--- config.mk ---
export PLATFORM = sky130hd
export DESIGN_NAME = traffic_phase_monitor_flat
export DESIGN_NICKNAME = d
export VERILOG_FILES = /design/src/rtl/traffic_phase_monitor_if.sv /design/src/rtl/traffic_phase_monitor.sv /design/src/flat_wrapper.sv
export SDC_FILE = /design/constraint.sdc
export NUM_CORES = 1
export LEC_CHECK = 0
export ABC_AREA = 1
export BUFFER_PORTS_ARGS = -buffer_cell sky130_fd_sc_hd__clkbuf_2
export CAP_MARGIN = 20
export CELL_PAD_IN_SITES_DETAIL_PLACEMENT = 1
export CELL_PAD_IN_SITES_GLOBAL_PLACEMENT = 1
export CORE_ASPECT_RATIO = 1.2
export CORE_MARGIN = 1
export CORE_UTILIZATION = 37
export CTS_CLUSTER_DIAMETER = 40
export DETAILED_ROUTE_END_ITERATION = 10
export PLACE_DENSITY_LB_ADDON = 0.08
export REMOVE_ABC_BUFFERS = 1
export SLEW_MARGIN = 15
export SYNTH_ARGS = -nofsm -noshare
export SYNTH_HDL_FRONTEND = slang
export SYNTH_SLANG_ARGS = --single-unit
--- constraint.sdc ---
create_clock -name clk -period 2.3 [get_ports clk]
set_input_delay 0.345 -clock clk [delete_from_list [all_inputs] [get_ports clk]]
set_output_delay 0.345 -clock clk [all_outputs]
set_load 0.005 [all_outputs]
--- src/rtl/traffic_phase_monitor_if.sv ---
// Signal-head bus between the traffic controller (master) and the phase
// monitor (slave), plus the monitor's status outputs.
// This is a sampled level bus with no flow control: there is no valid/ready
// pair. The monitor registers the four light codes on every clk edge, and its
// status outputs are plain registered levels apart from the one-cycle
// phase_change pulse.
interface traffic_phase_monitor_if;
  logic [1:0] north;
  logic [1:0] east;
  logic [1:0] south;
  logic [1:0] west;
  logic       clear;
  logic [3:0] phase;
  logic       phase_change;
  logic [4:0] dwell_sec;
  logic [3:0] fault;
  logic       fault_any;
  logic [7:0] cycles;

  modport master (
    output north, east, south, west, clear,
    input  phase, phase_change, dwell_sec, fault, fault_any, cycles
  );

  modport slave (
    input  north, east, south, west, clear,
    output phase, phase_change, dwell_sec, fault, fault_any, cycles
  );
endinterface

--- src/rtl/traffic_phase_monitor.sv ---
// traffic_phase_monitor: receive-side checker for the four-way signal heads.
// Decodes registered light codes into a controller phase, then flags head
// conflicts, illegal codes, out-of-order phases and bad dwell times.
// All fault flags are sticky. Completed S7->S0 cycles are counted.
// Optional feature macro: PHASE_MON_DWELL_CHECK_EN. When it is defined, the
// prescaler, the dwell counter and the dwell fault are built. When it is not
// defined, dwell_sec and fault[3] are tied to 0.
module traffic_phase_monitor #(
  parameter int TICK_DIV   = 50_000_000,
  parameter int GREEN_SEC  = 5,
  parameter int YELLOW_SEC = 1,
  parameter int TOL_SEC    = 0
) (
  input logic                    clk,
  input logic                    reset,
  traffic_phase_monitor_if.slave bus
);

  typedef enum logic [3:0] {
    PH_RST     = 4'h0,
    PH_S0      = 4'h1,
    PH_S1      = 4'h2,
    PH_S2      = 4'h3,
    PH_S3      = 4'h4,
    PH_S4      = 4'h5,
    PH_S5      = 4'h6,
    PH_S6      = 4'h7,
    PH_S7      = 4'h8,
    PH_ALLRED  = 4'h9,
    PH_NONE    = 4'hE,
    PH_INVALID = 4'hF
  } phase_t;

  // Packed codes, ordered {north, east, south, west}.
  logic [7:0] in_q;
  phase_t     phase_q, phase_d, dec;
  logic       change;
  logic       change_q;
  logic [3:0] fault_q;
  logic [7:0] cycles_q;
  logic [3:0] greens, yellows;
  logic       conflict, illegal, seq_err, cyc_evt, dwell_err;

  // True when the step from f to t is a legal controller step.
  function automatic logic seq_ok(input logic [3:0] f, input logic [3:0] t);
    logic ok;
    ok = 1'b0;
    case (f)
      PH_NONE:   ok = 1'b1;
      PH_RST:    ok = (t == PH_S0);
      PH_S7:     ok = (t == PH_S0);
      PH_ALLRED: ok = (t == PH_RST);
      PH_S0, PH_S1, PH_S2, PH_S3, PH_S4, PH_S5, PH_S6:
                 ok = (t == f + 4'd1);
      default:   ok = 1'b0;
    endcase
    return ok;
  endfunction

  // Input stage. It keeps sampling during reset, so the first decode after
  // reset sees the live bus and not a stale value.
  always_ff @(posedge clk) begin
    in_q <= {bus.north, bus.east, bus.south, bus.west};
  end

  // Decode the registered codes and classify head conflicts and illegal codes.
  always_comb begin
    greens  = '0;
    yellows = '0;
    illegal = 1'b0;
    for (int i = 0; i < 4; i++) begin
      greens[i]  = (in_q[2*i +: 2] == 2'b10);
      yellows[i] = (in_q[2*i +: 2] == 2'b01);
      if (in_q[2*i +: 2] == 2'b11) illegal = 1'b1;
    end
    conflict = ((greens & (greens - 4'd1)) != 4'd0) || (|greens && |yellows);
    case (in_q)
      8'h55:   dec = PH_RST;
      8'h80:   dec = PH_S0;
      8'h50:   dec = PH_S1;
      8'h20:   dec = PH_S2;
      8'h14:   dec = PH_S3;
      8'h08:   dec = PH_S4;
      8'h05:   dec = PH_S5;
      8'h02:   dec = PH_S6;
      8'h41:   dec = PH_S7;
      8'h00:   dec = PH_ALLRED;
      default: dec = PH_INVALID;
    endcase
  end

  // Phase state register. The state itself drives the phase output.
  always_ff @(posedge clk) begin
    if (reset) begin
      phase_q  <= PH_NONE;
      change_q <= 1'b0;
    end else begin
      phase_q  <= phase_d;
      change_q <= change;
    end
  end

  // Next phase follows the decode. Sequence and cycle events come from the
  // same step. Steps into or out of INVALID are already flagged elsewhere,
  // so they are not sequence faults.
  always_comb begin
    phase_d = phase_q;
    change  = 1'b0;
    seq_err = 1'b0;
    cyc_evt = 1'b0;
    if (dec != phase_q) begin
      phase_d = dec;
      change  = 1'b1;
      seq_err = (phase_q != PH_INVALID) && (dec != PH_INVALID) &&
                !seq_ok(phase_q, dec);
      cyc_evt = (phase_q == PH_S7) && (dec == PH_S0);
    end
  end

`ifdef PHASE_MON_DWELL_CHECK_EN
  localparam int PW = (TICK_DIV > 1) ? $clog2(TICK_DIV) : 1;
  logic [PW-1:0] presc_q;
  logic [4:0]    dwell_q, dwell_inc, dwell_exit;
  logic          wrap, is_green, is_yellow;
  int            lim_hi, lim_lo;

  // Dwell arithmetic. The exit value includes a second that completes on the
  // exit edge itself, so a phase held exactly N seconds exits with N.
  always_comb begin
    wrap       = (presc_q == PW'(TICK_DIV - 1));
    dwell_inc  = (dwell_q == 5'd31) ? 5'd31 : dwell_q + 5'd1;
    dwell_exit = wrap ? dwell_inc : dwell_q;
    is_green   = (phase_q == PH_S0) || (phase_q == PH_S2) ||
                 (phase_q == PH_S4) || (phase_q == PH_S6);
    is_yellow  = (phase_q == PH_S1) || (phase_q == PH_S3) ||
                 (phase_q == PH_S5) || (phase_q == PH_S7);
    lim_hi     = (is_green ? GREEN_SEC : YELLOW_SEC) + TOL_SEC;
    lim_lo     = (is_green ? GREEN_SEC : YELLOW_SEC) - TOL_SEC;
    dwell_err  = 1'b0;
    if (is_green || is_yellow) begin
      if (change)
        dwell_err = (int'(dwell_exit) < lim_lo) || (int'(dwell_exit) > lim_hi);
      else if (wrap)
        dwell_err = (int'(dwell_inc) > lim_hi);
    end
  end

  // Prescaler and seconds counter. Both are realigned on every phase change.
  always_ff @(posedge clk) begin
    if (reset || change) begin
      presc_q <= '0;
      dwell_q <= '0;
    end else if (wrap) begin
      presc_q <= '0;
      dwell_q <= dwell_inc;
    end else begin
      presc_q <= presc_q + 1'b1;
    end
  end

  assign bus.dwell_sec = dwell_q;
`else
  assign dwell_err     = 1'b0;
  assign bus.dwell_sec = 5'd0;
`endif

  // Sticky faults and cycle count. An event on the same edge as clear wins.
  always_ff @(posedge clk) begin
    if (reset) begin
      fault_q  <= '0;
      cycles_q <= '0;
    end else if (bus.clear) begin
      fault_q  <= {dwell_err, seq_err, illegal, conflict};
      cycles_q <= {7'd0, cyc_evt};
    end else begin
      fault_q  <= fault_q | {dwell_err, seq_err, illegal, conflict};
      cycles_q <= cycles_q + {7'd0, cyc_evt};
    end
  end

  assign bus.phase        = phase_q;
  assign bus.phase_change = change_q;
  assign bus.fault        = fault_q;
  assign bus.fault_any    = |fault_q;
  assign bus.cycles       = cycles_q;

endmodule

--- src/flat_wrapper.sv ---
// flat-port wrapper written by rule: the top's interface ports become plain ports
module traffic_phase_monitor_flat 
#(
  parameter int TICK_DIV   = 50_000_000,
  parameter int GREEN_SEC  = 5,
  parameter int YELLOW_SEC = 1,
  parameter int TOL_SEC    = 0
)
  (clk, reset, bus_north, bus_east, bus_south, bus_west, bus_clear, bus_phase, bus_phase_change, bus_dwell_sec, bus_fault, bus_fault_any, bus_cycles);
  traffic_phase_monitor_if bus_i ();
  input logic clk;
  input logic reset;
  input wire logic [$bits(bus_i.north)-1:0] bus_north;
  input wire logic [$bits(bus_i.east)-1:0] bus_east;
  input wire logic [$bits(bus_i.south)-1:0] bus_south;
  input wire logic [$bits(bus_i.west)-1:0] bus_west;
  input wire logic [$bits(bus_i.clear)-1:0] bus_clear;
  output wire logic [$bits(bus_i.phase)-1:0] bus_phase;
  output wire logic [$bits(bus_i.phase_change)-1:0] bus_phase_change;
  output wire logic [$bits(bus_i.dwell_sec)-1:0] bus_dwell_sec;
  output wire logic [$bits(bus_i.fault)-1:0] bus_fault;
  output wire logic [$bits(bus_i.fault_any)-1:0] bus_fault_any;
  output wire logic [$bits(bus_i.cycles)-1:0] bus_cycles;
  assign bus_i.north = bus_north;
  assign bus_i.east = bus_east;
  assign bus_i.south = bus_south;
  assign bus_i.west = bus_west;
  assign bus_i.clear = bus_clear;
  assign bus_phase = bus_i.phase;
  assign bus_phase_change = bus_i.phase_change;
  assign bus_dwell_sec = bus_i.dwell_sec;
  assign bus_fault = bus_i.fault;
  assign bus_fault_any = bus_i.fault_any;
  assign bus_cycles = bus_i.cycles;
  traffic_phase_monitor #(.TICK_DIV(TICK_DIV), .GREEN_SEC(GREEN_SEC), .YELLOW_SEC(YELLOW_SEC), .TOL_SEC(TOL_SEC)) u_core (.clk(clk), .reset(reset), .bus(bus_i));
endmodule
==> impl_metrics.yaml <==
timing:
  rsz0062_at_grt: "no"
  hold_ws_ns: 0.172
  finalSetupTns_ns: 0
  finalClockSkew_ns: 0.00319
  period_share_pct: 88.2
  slew_violations: 0
  finalSetupViolations: 0
  finalCriticalPeriod_ns: 2.03
  fmax_mhz: 493
  hold_viol_final: 0
cells_and_area:
  antenna_cells: 0
  final_util_pct: 46.4
  n_fill_cell: 531
  multi_input_area_um2: 845
  layout_commonest_cell: "nand2_1"
  final_layout_size_suffix_gt1_share_pct: 21.9
  area_delta_synth_final_pct: 17.4
  fin_area_um2: 1730
  register_area_um2: 480
  fin_nets: 269
  final_cell_mix: "nand2_1, nor2_1, inv_1"
min_path:
  worst_hold_path_type: "in -> reg"
clocking:
  clk_pin_slew_worst_paths_ns: 0.09
  ctsHoldBuffers: 0
  numCtsBuffers: 3
  root_buffer: "clkbuf_8"
  cts_tree: "built"
  cts_setup_buffers: 0
  ctsLongestPathBuffers: 2
  cts.sinks: 24
  cts_resized: 0
  clk_latency_ns: 0.27
  htree_num_levels: 1
synthesis:
  synth_top_area_share_pct: 32.7
  async_reset_ff_share_pct: 0
  synthTopCellsByArea: "dfxtp_1, nand2_1, nor2_1, inv_1, ha_1"
  netlist_area_um2: 1470
  synth.largest_area_cell: "dfxtp_1"
  synth_edf_count: 0
  synth_area_per_cell_um2: 6.69
  synth_cells: 220
  ys_warn_count: 0
  synthFlopType: "dfxtp_1"
  yosysSeqAreaShare_pct: 32.7
  synth_seq_cells: 24
  synth_cell_type_count: 31
pwr:
  power_mw: 0.933
  power_frac_seq_pct: 47.7
  power_switching_mw: 0.227
  p_clk_share_pct: 39.9
  internal-power_mw: 0.706
  swShare_pct: 24.3
  p_leak_nw: 0.847
  irDropWorstVdd_v: 0.000411
  p_per_area_nw_per_um2: 540
  comb_power_share_pct: 12.4
critical_path:
  crit_family: "simple AND/OR/NAND/NOR gates"
  critPathLaunchType: "flip-flop"
  cp.required_ns: 2.47
  crit_type: "reg -> reg"
  critPathSlowestCell: "dfxtp_1"
  critPathMaxFanout: 4
  cp_cell_sequence: "inv_1 -> nor2_2 -> nand4_2 -> nor3_2 -> ha_1 -> nand3_1 -> nor2_1 -> nand2_1 -> nor2_1 -> inv_1 -> nor2_1 -> xnor2_1 -> nor2_1"
  endpoint_kind: "flip-flop"
  crit_top_cell: "nor2_1"
  cpPeakStageDelay_ns: 0.38
  crit_buf_inv: 2
  critical_path_arrival_ns: 2.20
die:
  chipHeight_um: 71.1
  num_rows: 24
  die-area_um2: 4230
  initial_utilization_pct: 39.5
  ios: 34
  die_w_um: 59.6
  coreArea_um2: 3720
global_routing:
  grt_pass1_wl_mm: 5.89
  grt_pass1_vias: 1377
  grt_max_degree: 15
  grt_usage_pct: 18.1
  antenna_found_initial: 0
  overflow: 0
place:
  io_buffer_count: 27
  placed_area_um2: 1650
  dp_hpwl_mm: 3.03
  place_congestion: 0.841
flow_run:
  drv_cap: 0
detailed_routing:
  via_per_inst: 4.72
  wl_per_cell_um: 11.9
  wl_mm: 3.60
  drt_pre_antenna_iters: 3
  drcViolationCount: 0
  vias: 1431
  drtAntennaViolNets: 0
  drt_iter0_markers: 31
run_status:
  outcome: "finished, final reports clean"
[cell type report]
| class | count | share of cell area [%] |
|---|---|---|
| Clock inverter | 1 | 1.74 |
| Clock buffer | 3 | 2.39 |
| Inverter | 31 | 6.73 |
| Multi-Input combinational cell | 163 | 48.9 |
| Timing Repair Buffer | 29 | 8.69 |
| Tap cell | 52 | 3.77 |
| Sequential cell | 24 | 27.8 |
[through the flow]
stage,cells,worst slack (ns)
after floorplan,218,0.464
after global placement,299,0.259
after detailed placement,299,0.201
after CTS,303,0.177
after global routing,303,0.0105
final,303,0.272
[path summary, 6_finish.rpt]
kind / startpoint / end / cells after the start / slack (ns)
max: u_core.in_q[7]$_DFF_P_ / u_core.bus.cycles[7]$_SDFF_PP0_ / 13 / 0.27
min: bus_south[1] / u_core.in_q[3]$_DFF_P_ / 1 / 0.17
max reg2reg: u_core.in_q[7]$_DFF_P_ / u_core.bus.cycles[7]$_SDFF_PP0_ / 13 / 0.27
min reg2reg: u_core.bus.cycles[3]$_SDFF_PP0_ / u_core.bus.cycles[3]$_SDFF_PP0_ / 2 / 0.52
[registers in the layout, summed over array words and instances, names as in the netlist]
signal                   flops
u_core.bus.cycles            8
u_core.in_q                  8
u_core.bus.phase             4
u_core.bus.fault             3
u_core.bus.phase_change      1
[worst register-to-register path, cell delays in order (launching register included)]
cell and delay, ns:
dfxtp_1 0.38, inv_1 0.11, nor2_2 0.15, nand4_2 0.15, nor3_2 0.19, ha_1 0.21, nand3_1 0.13, nor2_1 0.11
nand2_1 0.07, nor2_1 0.09, inv_1 0.05, nor2_1 0.11, xnor2_1 0.13, nor2_1 0.05
[logic make-up (layout without fill, tap and decap cells)]
logic type	after synthesis	after routing	synth area share (%)
DFF	24	24	32.7
other	1	6	0.255
AOI/OAI and AO/OA	23	23	10.1
and+or+nand+nor	124	124	37.8
adders and majority gates	6	6	5.10
xor gates and xnor gates	4	4	2.38
buffers and inverters	38	64	11.7
[power groups by stage]
stage          logic, mW  registers, mW  clock network, mW
3_3_place_gp       0.116          0.454                  0
6_report           0.116          0.445              0.372
2_1_floorplan     0.0737          0.453                  0
4_1_cts            0.118          0.445              0.385
3_5_place_dp       0.116          0.455                  0
5_1_grt            0.131          0.447              0.396
[metal layers]
| layer | GRT usage [%] | wire length, um | vias to the layer above |
|---|---|---|---|
| met3 | 2.19 | 103 | 6 |
| met4 | 6.20 | 74 | 0 |
| met5 | 0 | 0 | - |
| li1 | - | - | 751 |
| met2 | 32.7 | 1850 | 27 |
| met1 | 21.6 | 1580 | 647 |
[synthesized netlist by cell type, types with 2 or more instances]
library cell,instances
o21ai_0,6
inv_2,3
nand4_1,4
nand3b_1,2
nor2_2,8
inv_1,28
dfxtp_1,24
nor2_1,32
nand2_2,3
a32oi_1,2
a31oi_1,2
buf_4,6
nand2_1,55
nor3_1,3
nand3_2,2
nand3_1,12
xor2_1,2
a21oi_1,7
ha_1,6
xnor2_1,2
(Power assumes the default switching activity.)
